--- src/rtl/stopwatch_ctrl.sv ---
// MM:SS stopwatch: IDLE/RUN/PAUSE FSM, TICK_DIV prescaler, cascaded BCD digits.
// All outputs registered (1-cycle latency from inputs); no backpressure, pulses are always accepted.
module stopwatch_ctrl #(
    parameter int TICK_DIV = 1000000,
    parameter int TICK_W   = 24
) (
    input  logic       clk,
    input  logic       rst_n,
    input  logic       start_stop,
    input  logic       clear,
    output logic [3:0] sec_ones,
    output logic [3:0] sec_tens,
    output logic [3:0] min_ones,
    output logic [3:0] min_tens,
    output logic       running,
    output logic       tick,
    output logic       wrap
);

    typedef enum logic [1:0] {IDLE, RUN, PAUSE} state_t;

    localparam logic [TICK_W-1:0] TERM = TICK_W'(TICK_DIV - 1);

    state_t            state_q, state_d;
    logic [TICK_W-1:0] presc_q, presc_d;
    logic [3:0]        so_q, so_d, st_q, st_d, mo_q, mo_d, mt_q, mt_d;
    logic              running_q, running_d, tick_q, tick_d, wrap_q, wrap_d;
    logic              inc;

    always_comb begin
        state_d = state_q;
        presc_d = presc_q;
        so_d    = so_q;
        st_d    = st_q;
        mo_d    = mo_q;
        mt_d    = mt_q;
        tick_d  = 1'b0;
        wrap_d  = 1'b0;
        inc     = 1'b0;

        case (state_q)
            IDLE: begin
                presc_d = '0;
                if (start_stop) state_d = RUN;
            end
            RUN: begin
                // A pause landing on terminal count still takes the increment.
                if (presc_q == TERM) begin
                    presc_d = '0;
                    inc     = 1'b1;
                end else begin
                    presc_d = presc_q + 1'b1;
                end
                if (start_stop) state_d = PAUSE;
            end
            PAUSE: begin
                if (clear) begin
                    state_d = IDLE;
                    presc_d = '0;
                    so_d    = 4'd0;
                    st_d    = 4'd0;
                    mo_d    = 4'd0;
                    mt_d    = 4'd0;
                end else if (start_stop) begin
                    state_d = RUN;
                end
            end
            default: state_d = IDLE;
        endcase

        // Range checks use >= so a corrupted digit still rolls back into range.
        if (inc) begin
            tick_d = 1'b1;
            if (so_q >= 4'd9) begin
                so_d = 4'd0;
                if (st_q >= 4'd5) begin
                    st_d = 4'd0;
                    if (mo_q >= 4'd9) begin
                        mo_d = 4'd0;
                        if (mt_q >= 4'd5) begin
                            mt_d   = 4'd0;
                            wrap_d = 1'b1;
                        end else begin
                            mt_d = mt_q + 4'd1;
                        end
                    end else begin
                        mo_d = mo_q + 4'd1;
                    end
                end else begin
                    st_d = st_q + 4'd1;
                end
            end else begin
                so_d = so_q + 4'd1;
            end
        end

        running_d = (state_d == RUN);
    end

    always_ff @(posedge clk or negedge rst_n) begin
        if (!rst_n) begin
            state_q   <= IDLE;
            presc_q   <= '0;
            so_q      <= 4'd0;
            st_q      <= 4'd0;
            mo_q      <= 4'd0;
            mt_q      <= 4'd0;
            running_q <= 1'b0;
            tick_q    <= 1'b0;
            wrap_q    <= 1'b0;
        end else begin
            state_q   <= state_d;
            presc_q   <= presc_d;
            so_q      <= so_d;
            st_q      <= st_d;
            mo_q      <= mo_d;
            mt_q      <= mt_d;
            running_q <= running_d;
            tick_q    <= tick_d;
            wrap_q    <= wrap_d;
        end
    end

    assign sec_ones = so_q;
    assign sec_tens = st_q;
    assign min_ones = mo_q;
    assign min_tens = mt_q;
    assign running  = running_q;
    assign tick     = tick_q;
    assign wrap     = wrap_q;

endmodule
--- config.mk ---
export PLATFORM = sky130hd
export DESIGN_NAME = stopwatch_ctrl
export DESIGN_NICKNAME = d
export VERILOG_FILES = /design/src/rtl/stopwatch_ctrl.sv
export SDC_FILE = /design/constraint.sdc
export NUM_CORES = 1
export LEC_CHECK = 0
export ABC_CLOCK_PERIOD_IN_PS = 2610
export CAP_MARGIN = 20
export CORE_ASPECT_RATIO = 0.5
export CORE_MARGIN = 4
export CORE_UTILIZATION = 30
export CTS_CLUSTER_SIZE = 24
export DETAILED_ROUTE_END_ITERATION = 10
export DONT_BUFFER_PORTS = 1
export GPL_TIMING_DRIVEN = 0
export PLACE_DENSITY = 0.51
export REMOVE_ABC_BUFFERS = 1
export SYNTH_ARGS = -nofsm -noshare
export SYNTH_HDL_FRONTEND = slang
export SYNTH_SLANG_ARGS = --single-unit
--- constraint.sdc ---
create_clock -name clk -period 2.61 [get_ports clk]
set_input_delay 0.522 -clock clk [delete_from_list [all_inputs] [get_ports clk]]
set_output_delay 0.522 -clock clk [all_outputs]
set_load 0.01 [all_outputs]
==> results.json <==
{
  "grt_pass1_wl_um": 11400,
  "p_clk_frac": 0.327,
  "wl_met2_um": 3080,
  "period_needed_ns": 2.41,
  "finClkSkew_ns": 0.00570,
  "crit_fanout": 12,
  "hp-class": "in2async",
  "rr_endpoint": "presc_q[21]",
  "io_buffers": 0,
  "crit_top_cell": "and4_1",
  "synth_seq_cells": 45,
  "num_rows": 23,
  "cts.sinks": 45,
  "syn-instance-count": 300,
  "slew_headroom": 0.388,
  "yosysWarnings": 0,
  "drv_slew": 0,
  "postCtsSetupBuffers": 0,
  "setup_viol": 0,
  "gp_congestion": 0.780,
  "cp-start-kind": "register",
  "pre_cts_ws_ns": 0.105,
  "irDropWorstVdd_mv": 0.272,
  "wl_met1_um": 3210,
  "grt_pass1_vias": 2249,
  "arrival_ns": 2.62,
  "cp_slowest_stage_delay_ns": 0.60,
  "cts_buffers": 5,
  "switchingPower_uw": 798,
  "fp.dieW_um": 141,
  "dpl_cell_area_um2": 2750,
  "synth-edff-count": 0,
  "worst_slack_ns": 0.195,
  "routed.top_layer": "met4",
  "synth.distinct_cells": 43,
  "cts_root_buf": "clkbuf_16",
  "leakagePower_uw": 0.00131,
  "fmax_ghz": 0.414,
  "max_cap_violations": 0,
  "start_util": 0.321,
  "grt_overflow": 0,
  "r2r_setup_slack_ns": 0.20,
  "worst_pin_slew_ns": 0.914,
  "path_cells": "ha_1 > and4_1 > and4_1 > a31oi_2 > buf_6 > a41oi_1 > a31oi_1",
  "layout.nets": 314,
  "viasPerCell": 5.49,
  "synthTopCellsByCount": "dfrtp_1, nand2_1, nand3_1",
  "hold_viol_final": 0,
  "htree_levels": 2,
  "yosys-top-cells-area": "dfrtp_1, ha_1, nand2_1, nand3_1, o21ai_0",
  "status": "completed",
  "post_route_cells_drive_above_1_share": 0.0705,
  "clock_path_buffers": 2,
  "dieHeight_um": 74.5,
  "cts_tree": "done",
  "wl_per_cell_um": 16.0,
  "yosysTopAreaCell": "dfrtp_1",
  "comb_power_share": 0.218,
  "cp-end-kind": "register",
  "design.die.area_um2": 10500,
  "grt_max_degree": 46,
  "period_share": 0.925,
  "r2r_start": "presc_q[0]",
  "drtIter0Drc": 193,
  "p_sw_frac": 0.348,
  "synth.avg_cell_area_um2": 8.85,
  "stdcell_area_um2": 2970,
  "firstDrtPassIters": 4,
  "p_int_uw": 1490,
  "cellPowerDensity_nw_per_um2": 772,
  "slowest_stage": "a31oi_2",
  "dp_hpwl_um": 4470,
  "drt_wl_total_um": 6540,
  "reg2regPathDepth": 7,
  "async_reset_ff_frac": 1.00,
  "track_usage": 0.135,
  "drc": 0,
  "synthDominantCellAreaShare": 0.424,
  "ioPinCount": 23,
  "synth_ff_type": "dfrtp_1",
  "core_um2": 8290,
  "synthMostInstantiatedCell": "dfrtp_1",
  "diodes": 0,
  "via_count": 2251,
  "ant_nets": 0,
  "ys_seq_area_frac": 0.424,
  "crit_required_ns": 2.82,
  "antenna_found_initial": 0,
  "clk_latency_ns": 0.29,
  "whs_ns": 0.0816,
  "share_seq_of_total_power": 0.454,
  "synth_area_um2": 2660,
  "timing_worst_setup_path_type": "reg2reg",
  "rsz0062_at_grt": "false",
  "postLayoutCoreUtil": 0.358,
  "syn_to_final_growth_pct": 11.6,
  "wl_met3_um": 228,
  "clk_pin_slew_ns": 0.06
}
==> per-layer routing <==
metal | global-route usage | vias up
met5 | 0 | -
met4 | 0.0408 | 0
met3 | 0.0347 | 2
met2 | 0.223 | 37
met1 | 0.177 | 1122
li1 | - | 1090
==> worst max-delay path, delay by kind of cell, from the launching register on <==
family          cells  cell delay [ns]
compound gates      3             0.91
fa+ha+maj           1             0.25
buf+inv             1             0.24
flops               1             0.42
simple gates        2             0.52
==> flip-flops by register name, summed over array words and instances (netlist names) <==
name,cells
presc_q,24
min_ones,4
min_tens,4
sec_ones,4
sec_tens,4
state_q,2
running,1
tick,1
wrap,1
==> cell type report <==
cell class	count	area, um^2
inverter	15	56.3
timing repair buffer	2	38.8
clock buffer	7	143
sequential	45	1130
multi-input combinational	228	1430
clock inverter	1	30.0
fill	857	5320
tap	112	140
==> power by group through the flow <==
| stage | clock, uW | sequential [uW] | combinational, uW |
|---|---|---|---|
| 5_1_grt | 810 | 1070 | 582 |
| 3_3_place_gp | 0 | 1040 | 451 |
| 3_5_place_dp | 0 | 1050 | 483 |
| 2_1_floorplan | 0 | 994 | 369 |
| 4_1_cts | 773 | 1040 | 503 |
| 6_report | 750 | 1040 | 500 |
==> kinds of logic (layout without fill, tap and decap cells) <==
family / after synthesis / count (layout) / share of synthesized area
DFF: 45 / 45 / 0.424
muxes: 5 / 5 / 0.0188
adders and majority gates: 13 / 13 / 0.0612
and+or+nand+nor: 138 / 138 / 0.280
AOI/OAI and AO/OA: 72 / 72 / 0.172
buffers and inverters: 27 / 25 / 0.0443
==> layout by cell type, fill, tap and decap left out, types with 6 or more instances in the layout <==
cell type,synthesis,routed
nand3_1,22,22
or3_1,7,7
nor2b_1,6,6
nand2b_1,6,6
dfrtp_1,45,45
inv_1,15,15
nor2_1,18,18
nand4_1,11,11
a31oi_1,14,13
ha_1,13,13
o21ai_0,20,20
a21oi_1,13,13
nand2_1,39,39
==> per-stage QoR <==
step | total power [uW] | cells | TNS [ns]
6_report | 2290 | 410 | 0
5_1_grt | 2460 | 410 | 0
4_1_cts | 2320 | 410 | 0
3_5_place_dp | 1540 | 401 | 0
3_3_place_gp | 1500 | 400 | -8.55
2_1_floorplan | 1360 | 288 | 0
==> how the worst max path moves through the flow <==
stage | start | to | slack [ns] | cells after the start
finish | presc_q[0] | presc_q[21] | 0.20 | 7
global route | presc_q[0] | presc_q[21] | 0.03 | 7
CTS | presc_q[0] | min_tens[3] | 0.10 | 6
floorplan | presc_q[0] | presc_q[5] | 0.1 | 6
detailed placement | presc_q[0] | min_tens[3] | 0.11 | 6
global placement | presc_q[0] | presc_q[5] | -0.63 | 6
==> what timing repair did <==
item	CTS	global route
resized for setup	0	2
setup endpoints to repair	0	5
endpoints found under the hold margin	45	0
hold buffers	1	0
Note: power is estimated with default switching activity, not from simulation.
